File: config.mk
export PLATFORM = sky130hd
export DESIGN_NAME = aes_mode_engine
export DESIGN_NICKNAME = d
export VERILOG_FILES = /design/src/rtl/aes_mode_engine.sv
export SDC_FILE = /design/constraint.sdc
export NUM_CORES = 2
export LEC_CHECK = 0
export ABC_AREA = 0
export CORE_MARGIN = 2
export CORE_UTILIZATION = 30
export CTS_CLUSTER_DIAMETER = 150
export DETAILED_ROUTE_END_ITERATION = 10
export PLACE_DENSITY = 0.59
export SLEW_MARGIN = 10
export SYNTH_ARGS = -nofsm -noshare
export SYNTH_HDL_FRONTEND = slang
export SYNTH_SLANG_ARGS = --single-unit
File: constraint.sdc
create_clock -name clk -period 1.9 [get_ports clk]
set_input_delay 0.57 -clock clk [delete_from_list [all_inputs] [get_ports clk]]
set_output_delay 0.57 -clock clk [all_outputs]
set_load 0.01 [all_outputs]
File: src/rtl/aes_mode_engine.sv
// ECB/CBC/CTR mode sequencer wrapped around an ECB-only block cipher core.
// One block is in flight at a time: load, kick the core, wait for its result, emit.
module aes_mode_engine #(
  parameter int DATA_W = 128,
  parameter int KEY_W  = 128,
  parameter int CTR_W  = 32,
  parameter int CNT_W  = 16
) (
  input  logic              clk,
  input  logic              rs,
  input  logic              start,
  input  logic [1:0]        mode,
  input  logic              dir,
  input  logic [KEY_W-1:0]  key,
  input  logic [DATA_W-1:0] iv,
  input  logic [CNT_W-1:0]  nblocks,
  input  logic              in_valid,
  output logic              in_ready,
  input  logic [DATA_W-1:0] in_data,
  output logic              out_valid,
  input  logic              out_ready,
  output logic [DATA_W-1:0] out_data,
  output logic              out_last,
  output logic              busy,
  output logic              done,
  output logic              err,
  output logic              core_start,
  output logic              core_dir,
  output logic [KEY_W-1:0]  core_key,
  output logic [DATA_W-1:0] core_din,
  input  logic [DATA_W-1:0] core_dout,
  input  logic              core_ready,
  output logic [2:0]        dbg_state
);

  // Handshakes: a transfer happens on a rising edge where valid and ready are both 1;
  // valid and its data never depend combinationally on ready.

  typedef enum logic [2:0] {
    S_IDLE = 3'd0,
    S_LOAD = 3'd1,
    S_KICK = 3'd2,
    S_WAIT = 3'd3,
    S_EMIT = 3'd4,
    S_DONE = 3'd5
  } state_t;

  localparam logic [1:0]        MODE_ECB = 2'b00;
  localparam logic [1:0]        MODE_CBC = 2'b01;
  localparam logic [1:0]        MODE_CTR = 2'b10;
  localparam logic [1:0]        MODE_ILL = 2'b11;
  localparam logic [CNT_W-1:0]  CNT_ONE  = {{(CNT_W-1){1'b0}}, 1'b1};
  localparam logic [CNT_W-1:0]  CNT_ZERO = '0;
  localparam logic [CTR_W-1:0]  CTR_ONE  = {{(CTR_W-1){1'b0}}, 1'b1};

  state_t state_q, state_d;

  logic [1:0]        mode_q;
  logic              dir_q;
  logic [KEY_W-1:0]  key_q;
  logic [CNT_W-1:0]  remain_q;
  logic [DATA_W-1:0] chain_q;
  logic [DATA_W-1:0] ctr_q;
  logic [DATA_W-1:0] blk_q;
  logic [DATA_W-1:0] core_din_q;
  logic [DATA_W-1:0] out_data_q;
  logic              first_wait_q;
  logic              err_q;

  logic accept_start;
  logic take_in;
  logic take_core;
  logic take_out;

  assign accept_start = (state_q == S_IDLE) && start && (mode != MODE_ILL);
  assign take_in      = (state_q == S_LOAD) && in_valid;
  // The first WAIT cycle may still see core_ready left over from the previous block.
  assign take_core    = (state_q == S_WAIT) && !first_wait_q && core_ready;
  assign take_out     = (state_q == S_EMIT) && out_ready;

  always_ff @(posedge clk or negedge rs) begin
    if (!rs) state_q <= S_IDLE;
    else     state_q <= state_d;
  end

  always_comb begin
    state_d    = state_q;
    in_ready   = 1'b0;
    out_valid  = 1'b0;
    core_start = 1'b0;
    done       = 1'b0;
    busy       = (state_q != S_IDLE) && (state_q != S_DONE);
    unique case (state_q)
      S_IDLE: begin
        if (accept_start) state_d = (nblocks == CNT_ZERO) ? S_DONE : S_LOAD;
      end
      S_LOAD: begin
        in_ready = 1'b1;
        if (in_valid) state_d = S_KICK;
      end
      S_KICK: begin
        core_start = 1'b1;
        state_d    = S_WAIT;
      end
      S_WAIT: begin
        if (take_core) state_d = S_EMIT;
      end
      S_EMIT: begin
        out_valid = 1'b1;
        if (out_ready) state_d = (remain_q == CNT_ONE) ? S_DONE : S_LOAD;
      end
      S_DONE: begin
        done    = 1'b1;
        state_d = S_IDLE;
      end
      default: state_d = S_IDLE;
    endcase
  end

  always_ff @(posedge clk or negedge rs) begin
    if (!rs) begin
      mode_q       <= MODE_ECB;
      dir_q        <= 1'b0;
      key_q        <= '0;
      remain_q     <= '0;
      chain_q      <= '0;
      ctr_q        <= '0;
      blk_q        <= '0;
      core_din_q   <= '0;
      out_data_q   <= '0;
      first_wait_q <= 1'b0;
      err_q        <= 1'b0;
    end else begin
      err_q        <= (state_q == S_IDLE) && start && (mode == MODE_ILL);
      first_wait_q <= (state_q == S_KICK);
      if (accept_start) begin
        mode_q   <= mode;
        dir_q    <= dir;
        key_q    <= key;
        remain_q <= nblocks;
        chain_q  <= iv;
        ctr_q    <= iv;
      end
      if (take_in) begin
        blk_q <= in_data;
        unique case (mode_q)
          MODE_CBC: core_din_q <= dir_q ? in_data : (in_data ^ chain_q);
          MODE_CTR: core_din_q <= ctr_q;
          default:  core_din_q <= in_data;
        endcase
      end
      if (take_core) begin
        unique case (mode_q)
          MODE_CBC: begin
            if (!dir_q) begin
              out_data_q <= core_dout;
              chain_q    <= core_dout;
            end else begin
              out_data_q <= core_dout ^ chain_q;
              chain_q    <= blk_q;
            end
          end
          MODE_CTR: begin
            out_data_q         <= core_dout ^ blk_q;
            // Only the low counter field rolls over; the nonce part is fixed for the job.
            ctr_q[CTR_W-1:0]   <= ctr_q[CTR_W-1:0] + CTR_ONE;
          end
          default: out_data_q <= core_dout;
        endcase
      end
      if (take_out) remain_q <= remain_q - CNT_ONE;
    end
  end

  assign out_data  = out_data_q;
  assign out_last  = (state_q == S_EMIT) && (remain_q == CNT_ONE);
  assign err       = err_q;
  assign core_key  = key_q;
  assign core_din  = core_din_q;
  assign core_dir  = dir_q && (mode_q != MODE_CTR);
  assign dbg_state = state_q;

endmodule

# After elaboration in Yosys (flattened, before gate mapping)
# Cells that the tools add are included.
# totals
regBits,792
latch_bits,0
mem_bits_rw,0
rom_bits,0
input_bits,537
output_inout_bits,395
n_memories,0
# classes
addsub,2
multipliers,0
div,0
n_lt_le_gt_ge,0
eq_ne,16
shifts,0
mux,24
bitwise_logic,3
reduce_logical,16
# op_table
operator,n
two-way mux 128 bit,6
case mux 128 bit (2 select lines),2
XOR 128 bit,3
two-way mux 32 bit,3
"adder 32 x 1 -> 32 bit, second input constant",1
two-way mux 16 bit,2
two-way mux 3 bit,6
"== test 16 x 1 -> 1 bit, second input constant",1
zero test 16 bit,1
"subtractor 16 x 1 -> 16 bit, second input constant",1
case mux 3 bit (5 select lines),1
"!= test 2 bit, second input constant",6
logical AND 1 bit,10
"== test 3 x 2 -> 1 bit, second input constant",2
"== test 3 bit, second input constant",2
"== test 2 bit, second input constant",2
two-way mux 1 bit,4
AND reduction 4 bit,1
"== test 3 x 1 -> 1 bit, second input constant",1
zero test 3 bit,1
"!= test 3 bit, second input constant",1
nonzero test 3 bit,1
"== test 2 x 1 -> 1 bit, second input constant",1
nonzero test 2 bit,1
zero test 1 bit,1

# Longest topological paths before layout
# depth
depth_word,6
ltp_mapped,10
mapped_depth_nobuf,7

# Worst setup path before layout
# OpenSTA, ideal clock, no wires.
# synth_path
path_type,reg-to-output
from,register dir_q
to,output port core_dir
arrival_ns,1.483
t_required_ns,1.330
setup_slack_ns,-0.153
path_stages_with_launch,6
path_cell_list,dfrtp_1 > buf_2 > buf_2 > clkbuf_1 > clkbuf_1 > nor2b_1
# synth_between
elab_chain_len,1
# synth_lines
element,line,source
start: declaration,59,logic dir_q;
start signal: assignment,138,dir_q <= dir;
logical AND 1 bit,180,assign core_dir = dir_q && (mode_q != MODE_CTR);
end: declaration,28,"output logic core_dir,"
# No other way between the ends.

# Worst setup path after layout
# layout_path
from,register remain_q[8]
to,output port out_last
# layout_between
elab_chain_len,2
# layout_lines
element,line,source
start: declaration,61,logic [CNT_W-1:0] remain_q;
start signal: assignment,140,remain_q <= nblocks;
start signal: assignment,171,if (take_out) remain_q <= remain_q - CNT_ONE;
== test 16 x 1 -> 1 bit,176,assign out_last = (state_q == S_EMIT) && (remain_q == CNT_ONE);
logical AND 1 bit,176,
end: declaration,23,"output logic out_last,"
# No other way between the ends.

==> flow_summary.yaml <==
timing:
  grt_setup_unrepaired: "true"
  period_share: 1.36
  layout_min_cycle_time_ns: 2.58
  slew_viol_final: 0
  worstMarginPinSlew_ns: 0.837
  skew_ns: 0.0271
  max_slew_margin: 0.442
  max_freq_ghz: 0.387
  finalHoldViolCount: 0
  finalSetupViolCount: 765
  setup_tns_ns: -204.14
  worst_slack_ns: -0.685
die:
  dieArea_um2: 139000
  ioPinCount: 932
  start_util: 0.302
  core_area_um2: 135000
  die_x_um: 373
  rows: 135
  dieHeight_um: 373
critical_path:
  worstPathRequired_ns: 1.33
  crit_arrival_ns: 2.01
  crit_type: "register to output pin"
  endpoint_kind: "output pin"
  critPathMaxFanout: 3
  worstSetupStartpointType: "register"
global_route:
  overflow: 0
  grt_pass1_wl_um: 279000
  grt_pass1_vias: 42643
  globalRouteTotalUtil: 0.262
  antenna_found_initial: 43
  grt_max_degree: 86
power_and_ir_drop:
  switching_share: 0.425
  p_sw_w: 0.0493
  seqPwrFrac: 0.282
  power_leakage_nw: 28.5
  p_int_w: 0.0666
  power_density_nw_per_um2: 1790
  p_comb_frac: 0.535
  ir_worst_vdd_uv: 1110
  p_clk_frac: 0.183
  power_w: 0.116
route:
  wl_per_cell_um: 24.6
  wl_um: 196000
  vias: 43539
  ant_nets: 0
  drt_iter0_drc: 3766
  drc: 0
  dr.pass1.iters: 6
  avgViaCountPerCell: 5.47
logic_synthesis:
  async_flop_share: 1.00
  yosysUniqueCellTypes: 59
  synthCells: 4773
  yosysSeqAreaShare: 0.485
  syn_area_per_cell_um2: 8.57
  synth-edff-count: 0
  syn_area_um2: 40900
  syn-num-nets: 5315
  yosysWarningCount: 0
  ys_seq_elements: 792
  ys.flop_type: "dfrtp_1"
finish:
  num-fill-cells: 12664
  area_growth_pct: 58.2
  nets: 6613
  layout_common_cells: "778 x dfrtp_1, 735 x nand2_1, 555 x clkdlybuf4s50_1"
  final_util: 0.478
  drive_gt1_frac: 0.286
  mostFrequentLayoutCell: "dfrtp_1"
placement:
  place.gp.congestion: 0.896
  detailed_place_hpwl_um: 131000
  io_buffers: 931
cts:
  clkTransAtPathRegs_ns: 0.06
  cts_root_buf: "clkbuf_16"
  cts_buffers: 100
  clock_path_buffers: 3
  cts_tree: "yes"
  clock_latency_ns: 0.72
  numClockSinks: 792
  cts_max_level: 3
status:
  status: "complete, but fails checks"
  violations: "setup timing"
run:
  drv_cap: 0
worst_hold_path:
  hold_class: "input pin to asynchronous set/reset pin"
[synthesized netlist by cell type (2+ instances only)]
cell type     n  area (um^2)
a211oi_1    134         1010
nor2_1      172          646
o32ai_1       3         26.3
nand3_1      20          100
dfrtp_1     792        19800
xnor2_1       2         17.5
o21ai_0     141          706
o211ai_1      9         67.6
or4_1         4         30.0
and2_1        5         31.3
ha_1          5         62.6
clkbuf_1    302         1130
a21oi_1     402         2010
mux2i_1       2         20.0
o221a_2       3         33.8
o21a_1      130          976
and4_1        4         35.0
nand4b_1      2         17.5
o221ai_1    129         1130
a32oi_1     128         1120
nand3b_1      3         22.5
a221o_1     131         1310
and3_1        5         31.3
buf_1        16         60.1
o311ai_0      6         52.6
nand2b_1    131          820
o22ai_1       9         56.3
a31oi_1     131          820
buf_2        91          455
nor2b_1     132          826
nor4_1       13         81.3
nor4_4        2         42.5
inv_1       266          998
xor2_1        5         43.8
a311oi_1      7         61.3
a22oi_1     132          991
nor3_1      140          701
nand2_1    1134         4260
nand4_1      10         62.6
[through the flow]
step / cell area, um^2 / hold WS [ns] / setup slack (ns) / instances
floorplan: 40900 / 0.274 / -0.0838 / 4773
global placement: 56000 / 0.457 / -0.678 / 7551
detailed placement: 56000 / 0.461 / -0.732 / 7551
CTS: 61000 / 0.324 / -0.785 / 7862
global route: 64700 / 0.327 / -0.814 / 7958
finish: 64700 / 0.355 / -0.685 / 7959
[timing repair]
action	4_1_cts	5_1_grt
pin swaps	105	422
hold buffers	1	0
gates cloned	39	43
endpoints found under the setup margin	1160	864
hold endpoints to repair	8	0
gates resized for setup	1848	677
setup buffers	90	44
[area by class of cell]
class	count	area, um^2	area share
Multi-Input combinational cell	3306	21300	0.330
Clock buffer	135	2910	0.0449
Inverter	266	1000	0.0155
Antenna cell	26	65.1	0.00101
Sequential cell	792	19800	0.307
Tap cell	1781	2230	0.0344
Timing Repair Buffer	1605	16600	0.256
Clock inverter	48	738	0.0114
[cell families after synthesis]
group,share of synthesized area
compound gates,0.255
xor+xnor,0.00150
fa+ha+maj,0.00153
buf+inv,0.0649
flops,0.485
mux,0.000490
simple gates,0.192
[flip-flops by register name, summed over array words and instances, names as in the netlist, 2 cells and up]
register and count:
core_key 128, mode_q 2, core_din 128, out_data 128
dbg_state 3, ctr_q 128, remain_q 16, blk_q 128
chain_q 128
[power groups by stage]
| stage | sequential [W] | combinational (W) | clock (W) |
|---|---|---|---|
| floorplan | 0.0323 | 0.0268 | 0 |
| global placement | 0.0321 | 0.0549 | 0 |
| detailed placement | 0.0322 | 0.0556 | 0 |
| CTS | 0.0321 | 0.0573 | 0.0215 |
| global route | 0.0337 | 0.0668 | 0.0222 |
| finish | 0.0327 | 0.0620 | 0.0212 |
[final timing paths]
kind | startpoint | to | slack (ns) | depth (start not counted)
worst max-delay path | remain_q[8] | out_last | -0.68 | 5
worst min-delay path | rs | err | 0.35 | 2
worst max register to register | dbg_state[0] | chain_q[88] | -0.49 | 14
worst min register to register | core_key[119] | core_key[119] | 0.46 | 2
max in group asynchronous | rs | core_din[97] | 0.64 | 3
min in group clk | key[61] | core_key[61] | 0.38 | 3
[routing by layer]
| layer | global-route usage | part of all wire | vias up |
|---|---|---|---|
| li1 | - | - | 19613 |
| met5 | 0 | 0.00051 | - |
| met3 | 0.0582 | 0.075 | 437 |
| met1 | 0.335 | 0.41 | 21489 |
| met4 | 0.123 | 0.049 | 18 |
| met2 | 0.422 | 0.47 | 1982 |
[critical path, cell delays in order, from the launching register on]
cell and delay [ns]:
dfrtp_1 0.39, nor4_2 0.27, buf_4 0.17, nand2_4 0.05, nor4_4 0.22, buf_4 0.19
Power figures use the tool's default switching activity.
